File: config.mk
export PLATFORM = sky130hd
export DESIGN_NAME = smult8_core
export DESIGN_NICKNAME = d
export VERILOG_FILES = /design/src/rtl/smult8_pkg.sv /design/src/rtl/booth_pp_gen.sv /design/src/rtl/smult8_core.sv
export SDC_FILE = /design/constraint.sdc
export NUM_CORES = 1
export LEC_CHECK = 0
export ABC_CLOCK_PERIOD_IN_PS = 5400
export CAP_MARGIN = 15
export CORE_MARGIN = 8
export CORE_UTILIZATION = 52
export DETAILED_ROUTE_END_ITERATION = 10
export PLACE_DENSITY = 0.73
export SYNTH_ARGS = -nofsm -noshare
export SYNTH_HDL_FRONTEND = slang
export SYNTH_HIERARCHICAL = 1
export SYNTH_SLANG_ARGS = --single-unit
File: constraint.sdc
create_clock -name clk -period 5.4 [get_ports clk]
set_input_delay 1.62 -clock clk [delete_from_list [all_inputs] [get_ports clk]]
set_output_delay 1.62 -clock clk [all_outputs]
set_load 0.02 [all_outputs]
File: src/rtl/smult8_pkg.sv
// Shared constants, Booth digit encoding and carry-save helper for the smult8 multiplier.
package smult8_pkg;

  localparam int unsigned WIDTH    = 8;
  localparam int unsigned OUTWIDTH = 2 * WIDTH;
  localparam int unsigned NUM_PP   = WIDTH / 2;

  typedef struct packed {
    logic neg;
    logic one;
    logic two;
  } booth_digit_t;

  typedef logic [OUTWIDTH-1:0] pp_vec_t [NUM_PP];

  typedef struct packed {
    logic [OUTWIDTH-1:0] sum;
    logic [OUTWIDTH-1:0] carry;
  } csa_t;

  // Triplet {b[2i+1], b[2i], b[2i-1]}; 000 and 111 both encode zero.
  function automatic booth_digit_t booth_encode(input logic [2:0] t);
    booth_digit_t d;
    d.neg = t[2] & ~(t[1] & t[0]);
    d.one = t[1] ^ t[0];
    d.two = (t == 3'b011) | (t == 3'b100);
    return d;
  endfunction

  function automatic csa_t csa(input logic [OUTWIDTH-1:0] a,
                               input logic [OUTWIDTH-1:0] b,
                               input logic [OUTWIDTH-1:0] c);
    csa_t r;
    r.sum   = a ^ b ^ c;
    r.carry = ((a & b) | (a & c) | (b & c)) << 1;
    return r;
  endfunction

endpackage

File: src/rtl/booth_pp_gen.sv
// One radix-4 Booth partial product, sign-extended to OUTWIDTH, plus its negate-carry bit.
module booth_pp_gen
  import smult8_pkg::*;
(
  input  logic [WIDTH-1:0]    mcand_i,
  input  logic [2:0]          triplet_i,
  output logic [OUTWIDTH-1:0] pp_o,
  output logic                neg_o
);

  booth_digit_t     dig;
  logic [WIDTH:0]   mag;
  logic [WIDTH:0]   sel;

  always_comb begin
    dig = booth_encode(triplet_i);
    mag = '0;
    if (dig.two) begin
      mag = {mcand_i, 1'b0};
    end else if (dig.one) begin
      mag = {mcand_i[WIDTH-1], mcand_i};
    end
    // One's complement here; the +1 travels separately as neg_o.
    sel   = dig.neg ? ~mag : mag;
    pp_o  = {{(OUTWIDTH - WIDTH - 1){sel[WIDTH]}}, sel};
    neg_o = dig.neg;
  end

endmodule

File: src/rtl/smult8_core.sv
// Signed 8x8 radix-4 Booth multiplier with CSA reduction and registered 16-bit product.
// Define INPUT_REG_EN to register IN1/IN2 ahead of the Booth stage (latency 2).
module smult8_core
  import smult8_pkg::*;
(
  input  logic                clk,
  input  logic                rst,
  input  logic [WIDTH-1:0]    IN1,
  input  logic [WIDTH-1:0]    IN2,
  output logic [OUTWIDTH-1:0] P
);

  logic [WIDTH-1:0] mcand;
  logic [WIDTH-1:0] mplier;

`ifdef INPUT_REG_EN
  logic [WIDTH-1:0] in1_q;
  logic [WIDTH-1:0] in2_q;

  always_ff @(posedge clk) begin
    if (rst) begin
      in1_q <= '0;
      in2_q <= '0;
    end else begin
      in1_q <= IN1;
      in2_q <= IN2;
    end
  end

  assign mcand  = in1_q;
  assign mplier = in2_q;
`else
  assign mcand  = IN1;
  assign mplier = IN2;
`endif

  logic [WIDTH:0]      mplier_x;
  pp_vec_t             pp;
  logic [NUM_PP-1:0]   neg;

  assign mplier_x = {mplier, 1'b0};

  for (genvar i = 0; i < NUM_PP; i++) begin : g_pp
    booth_pp_gen u_pp (
      .mcand_i  (mcand),
      .triplet_i(mplier_x[2*i+2 -: 3]),
      .pp_o     (pp[i]),
      .neg_o    (neg[i])
    );
  end

  logic [OUTWIDTH-1:0] opnd [NUM_PP+1];
  logic [OUTWIDTH-1:0] negv;
  csa_t                l1, l2, l3;
  logic [OUTWIDTH-1:0] prod_d;

  always_comb begin
    negv = '0;
    for (int i = 0; i < NUM_PP; i++) begin
      opnd[i]     = pp[i] << (2 * i);
      negv[2 * i] = neg[i];
    end
    // Negate-carries sit at distinct even bit positions, so they share one row.
    opnd[NUM_PP] = negv;
    l1     = csa(opnd[0], opnd[1], opnd[2]);
    l2     = csa(opnd[3], opnd[4], l1.sum);
    l3     = csa(l2.sum, l1.carry, l2.carry);
    prod_d = l3.sum + l3.carry;
  end

  always_ff @(posedge clk) begin
    if (rst) begin
      P <= '0;
    end else begin
      P <= prod_d;
    end
  end

endmodule

* Word-level counts from Yosys, hierarchy flattened
Cells that the tools add are included.
Operators by class: divide/modulo/power cells 0, multiplexer cells 12, $lt $le $gt $ge 0, add/subtract/negate cells 1, bitwise logic cells 40, multiply operators 0, reductions and logical operators 0, equal/unequal tests 7, shift-type cells 0
Operator list (count):
- two-way mux 9 bit | 12
- bitwise AND 15 bit | 7
- bitwise OR 15 bit | 6
- XOR 16 bit | 5
- inverter 9 bit | 4
- adder 16 bit | 1
- XOR 16 x 7 -> 16 bit | 1
- bitwise AND 15 x 7 -> 15 bit | 1
- bitwise AND 7 x 15 -> 15 bit | 1
- equality test 3 x 2 -> 1 bit (second input constant) | 3
- equality test 3 bit (second input constant) | 3
- bitwise AND 1 bit | 6
- inverter 1 bit | 3
- bitwise OR 1 bit | 3
- XOR 1 bit | 3
- equality test 2 bit (second input constant) | 1
Storage, ports and cells: RAM bits 0, output and inout bits 16, word-level logic and storage cells 61, register bits after elaboration 16, bits in latches 0, input bits 18, memories 0, bits in read-only memories 0

* Logic depth before layout (Yosys ltp)
depth in word-level cells 14, gate-level depth with buffers 20, depth with buffers taken out 18

* By module
Netlist, hierarchy kept.
Modules (own cells, without submodules):
- booth_pp_gen | cells each 76, seq. area each 0.0 sq um, instances 4, area an instance 504.2 sq um
- smult8_core | cells each 172, seq. area each 320.3 sq um, instances 1, area an instance 1736.7 sq um

* Worst setup path before layout
OpenSTA, ideal clock, no wires.
kind input-to-reg, from input port IN2[3], to register P[13], setup slack -35 ps, arrival 5311 ps, path buffers 2, cell stages on the path 17, data required time 5277 ps, library setup time 123 ps, path through inv_1 > ha_1 > buf_4 > buf_4 > a32oi_1 > o211ai_1 > fa_1 > inv_1 > fa_1 > inv_1 > ha_1 > ha_1 > or3_1 > o22a_2 > a21oi_4 > o21a_1 > mux2_1
RTL lines:
- from (decl) | line smult8_core.sv:9 | input logic [WIDTH-1:0] IN2,
- to (signal assigned) | line smult8_core.sv:75 | P <= prod_d;
- to (decl) | line smult8_core.sv:10 | output logic [OUTWIDTH-1:0] P

==> results.cfg <==
[run_status]
outcome = completed

[worst_setup_path]
crit_type = in2reg
crit_family = adder cells
cp_slowest_cell = fa_1
cp.arrival_ns = 5.45
critPathLaunchType = input pin
cp_max_fo = 5
path_cells = buf_4 > inv_2 > ha_4 > buf_8 > buf_4 > buf_4 > nor2_1 > o21ai_0 > a22o_2 > fa_1 > ha_1 > fa_1 > ha_1 > a21o_1 > a31o_1 > a21o_1 > a21oi_1 > mux2_1
critical_path.endpoint_type = flop
worstPathRequired_ns = 5.53
critPathMaxStageDelay_ns = 0.46
crit_top_cell = buf_4
critPathBufInv = 5

[route]
first_iter_violations = 270
ant_nets = 0
wl_per_cell_um = 15.3
routed-wl-met3_um = 568
drc = 0
dr.pass1.iters = 5
wl_met1_um = 4650
wl_met2_um = 4990
dr.max_layer_used = met4
wl_um = 10300
num_vias = 3957
viasPerCell = 5.91

[global_routing]
grt_max_degree = 21
grt_pass1_wl_um = 16800
grtUsageTotal = 0.197
grt-ovfl-total = 0
first_global_vias = 3628
antenna_found_initial = 0

[timing]
finalSetupViolations = 0
finalMaxSlewViolations = 0
period_share = 0.985
final_hold_viol_count = 0
holdWs_ns = 2.35
maxSlewHeadroom = 0.524
period_needed_ns = 5.32
tightestPinTransition_ns = 0.711
fmax_ghz = 0.188

[logic_synthesis]
yosys_warnings = 6
syn_area_per_cell_um2 = 7.90
syn_area_um2 = 3660
synth_cells = 464

[pwr]
powerDensity_nw_per_um2 = 361
p_total_uw = 1780
irDropWorstVdd_v = 0.000186
power_leakage_uw = 0.00218

[layout]
largest_reg_flops = 16
layout-drive-gt1-share = 0.294
nets = 652
regMostFlops = P
reg_top3 = P: 16 flops
diodes = 0
syn_to_final_growth_pct = 34.6

[floorplan]
fp-row-count = 30
die_x_um = 99.9
die_h_um = 99.9
coreArea_um2 = 6790
fp.dieArea_um2 = 9990
initial_core_util = 0.539
ios = 34

[clock_tree]
cts_hold_buf = 0
cts_made_buffers = 3
h-tree-depth = 1
clock-sinks = 16
cts_tree = built
ctsRootBufferMaster = clkbuf_8
clk_path_buf_depth = 2
path_clk_slew_ns = 0.06

[placed_design]
port_buffers = 33
globalplace.congestion = 0.892
dpl.hpwl_um = 7860

[run]
maxCapViolations = 0

[hold_path]
min-delay-path-class = in2reg
[final cells by class]
cell class / instances / area, µm²
tap: 96 / 120
timing repair buffer: 155 / 1280
clock buffer: 4 / 55.1
inverter: 44 / 165
multi-input combinational: 355 / 2990
fill: 516 / 1860
sequential: 16 / 320
[layout by cell type, fill, tap and decap left out, types with 7 or more instances in the layout]
master / instances
nor2b_4: 7
nor2_1: 21
nand2_1: 62
xnor2_1: 8
ha_1: 28
nor2b_1: 14
a21oi_1: 9
inv_1: 38
o21ai_0: 16
o211ai_1: 57
fa_1: 21
clkdlybuf4s50_1: 21
a32oi_1: 55
dfxtp_1: 16
buf_4: 116
[layer usage]
metal  global-route usage  vias up
met5                    0        -
met4               0.0419        0
met3               0.0159        8
met2                0.343      134
met1                0.257     1898
li1                     -     1917
[report_power, final]
| part | leakage [µW] | internal (µW) | total [µW] | switching [µW] |
|---|---|---|---|---|
| clock | 0.0000288 | 64.6 | 105 | 40.6 |
| combinational | 0.00202 | 788 | 1500 | 714 |
| sequential | 0.000133 | 166 | 175 | 9.74 |
| total | 0.00218 | 1020 | 1780 | 764 |
[what timing repair did]
action	CTS	global route
endpoints found under the hold margin	0	0
setup endpoints to repair	9	7
resized for setup	31	42
gates cloned	0	1
buffers inserted	4	8
pin swaps	15	20
[per-stage QoR]
stage / cell area (µm²) / util / setup TNS (ns) / instances / setup slack, ns
floorplan: 3670 / - / 0 / 465 / 0.00109
global placement: 4610 / 0.678 / -4.28 / 654 / -0.599
detailed placement: 4610 / 0.678 / -5.53 / 654 / -0.723
CTS: 4780 / 0.704 / 0 / 662 / 0.0108
global route: 4930 / 0.726 / -0.0709 / 670 / -0.0346
finish: 4930 / 0.726 / 0 / 670 / 0.0827
[worst paths after layout]
path,end,start,cells after the start
setup / recovery,P[14]$_SDFF_PP0_,IN2[2],18
hold / removal,P[0]$_SDFF_PP0_,IN2[0],8
Power figures use the tool's default switching activity.
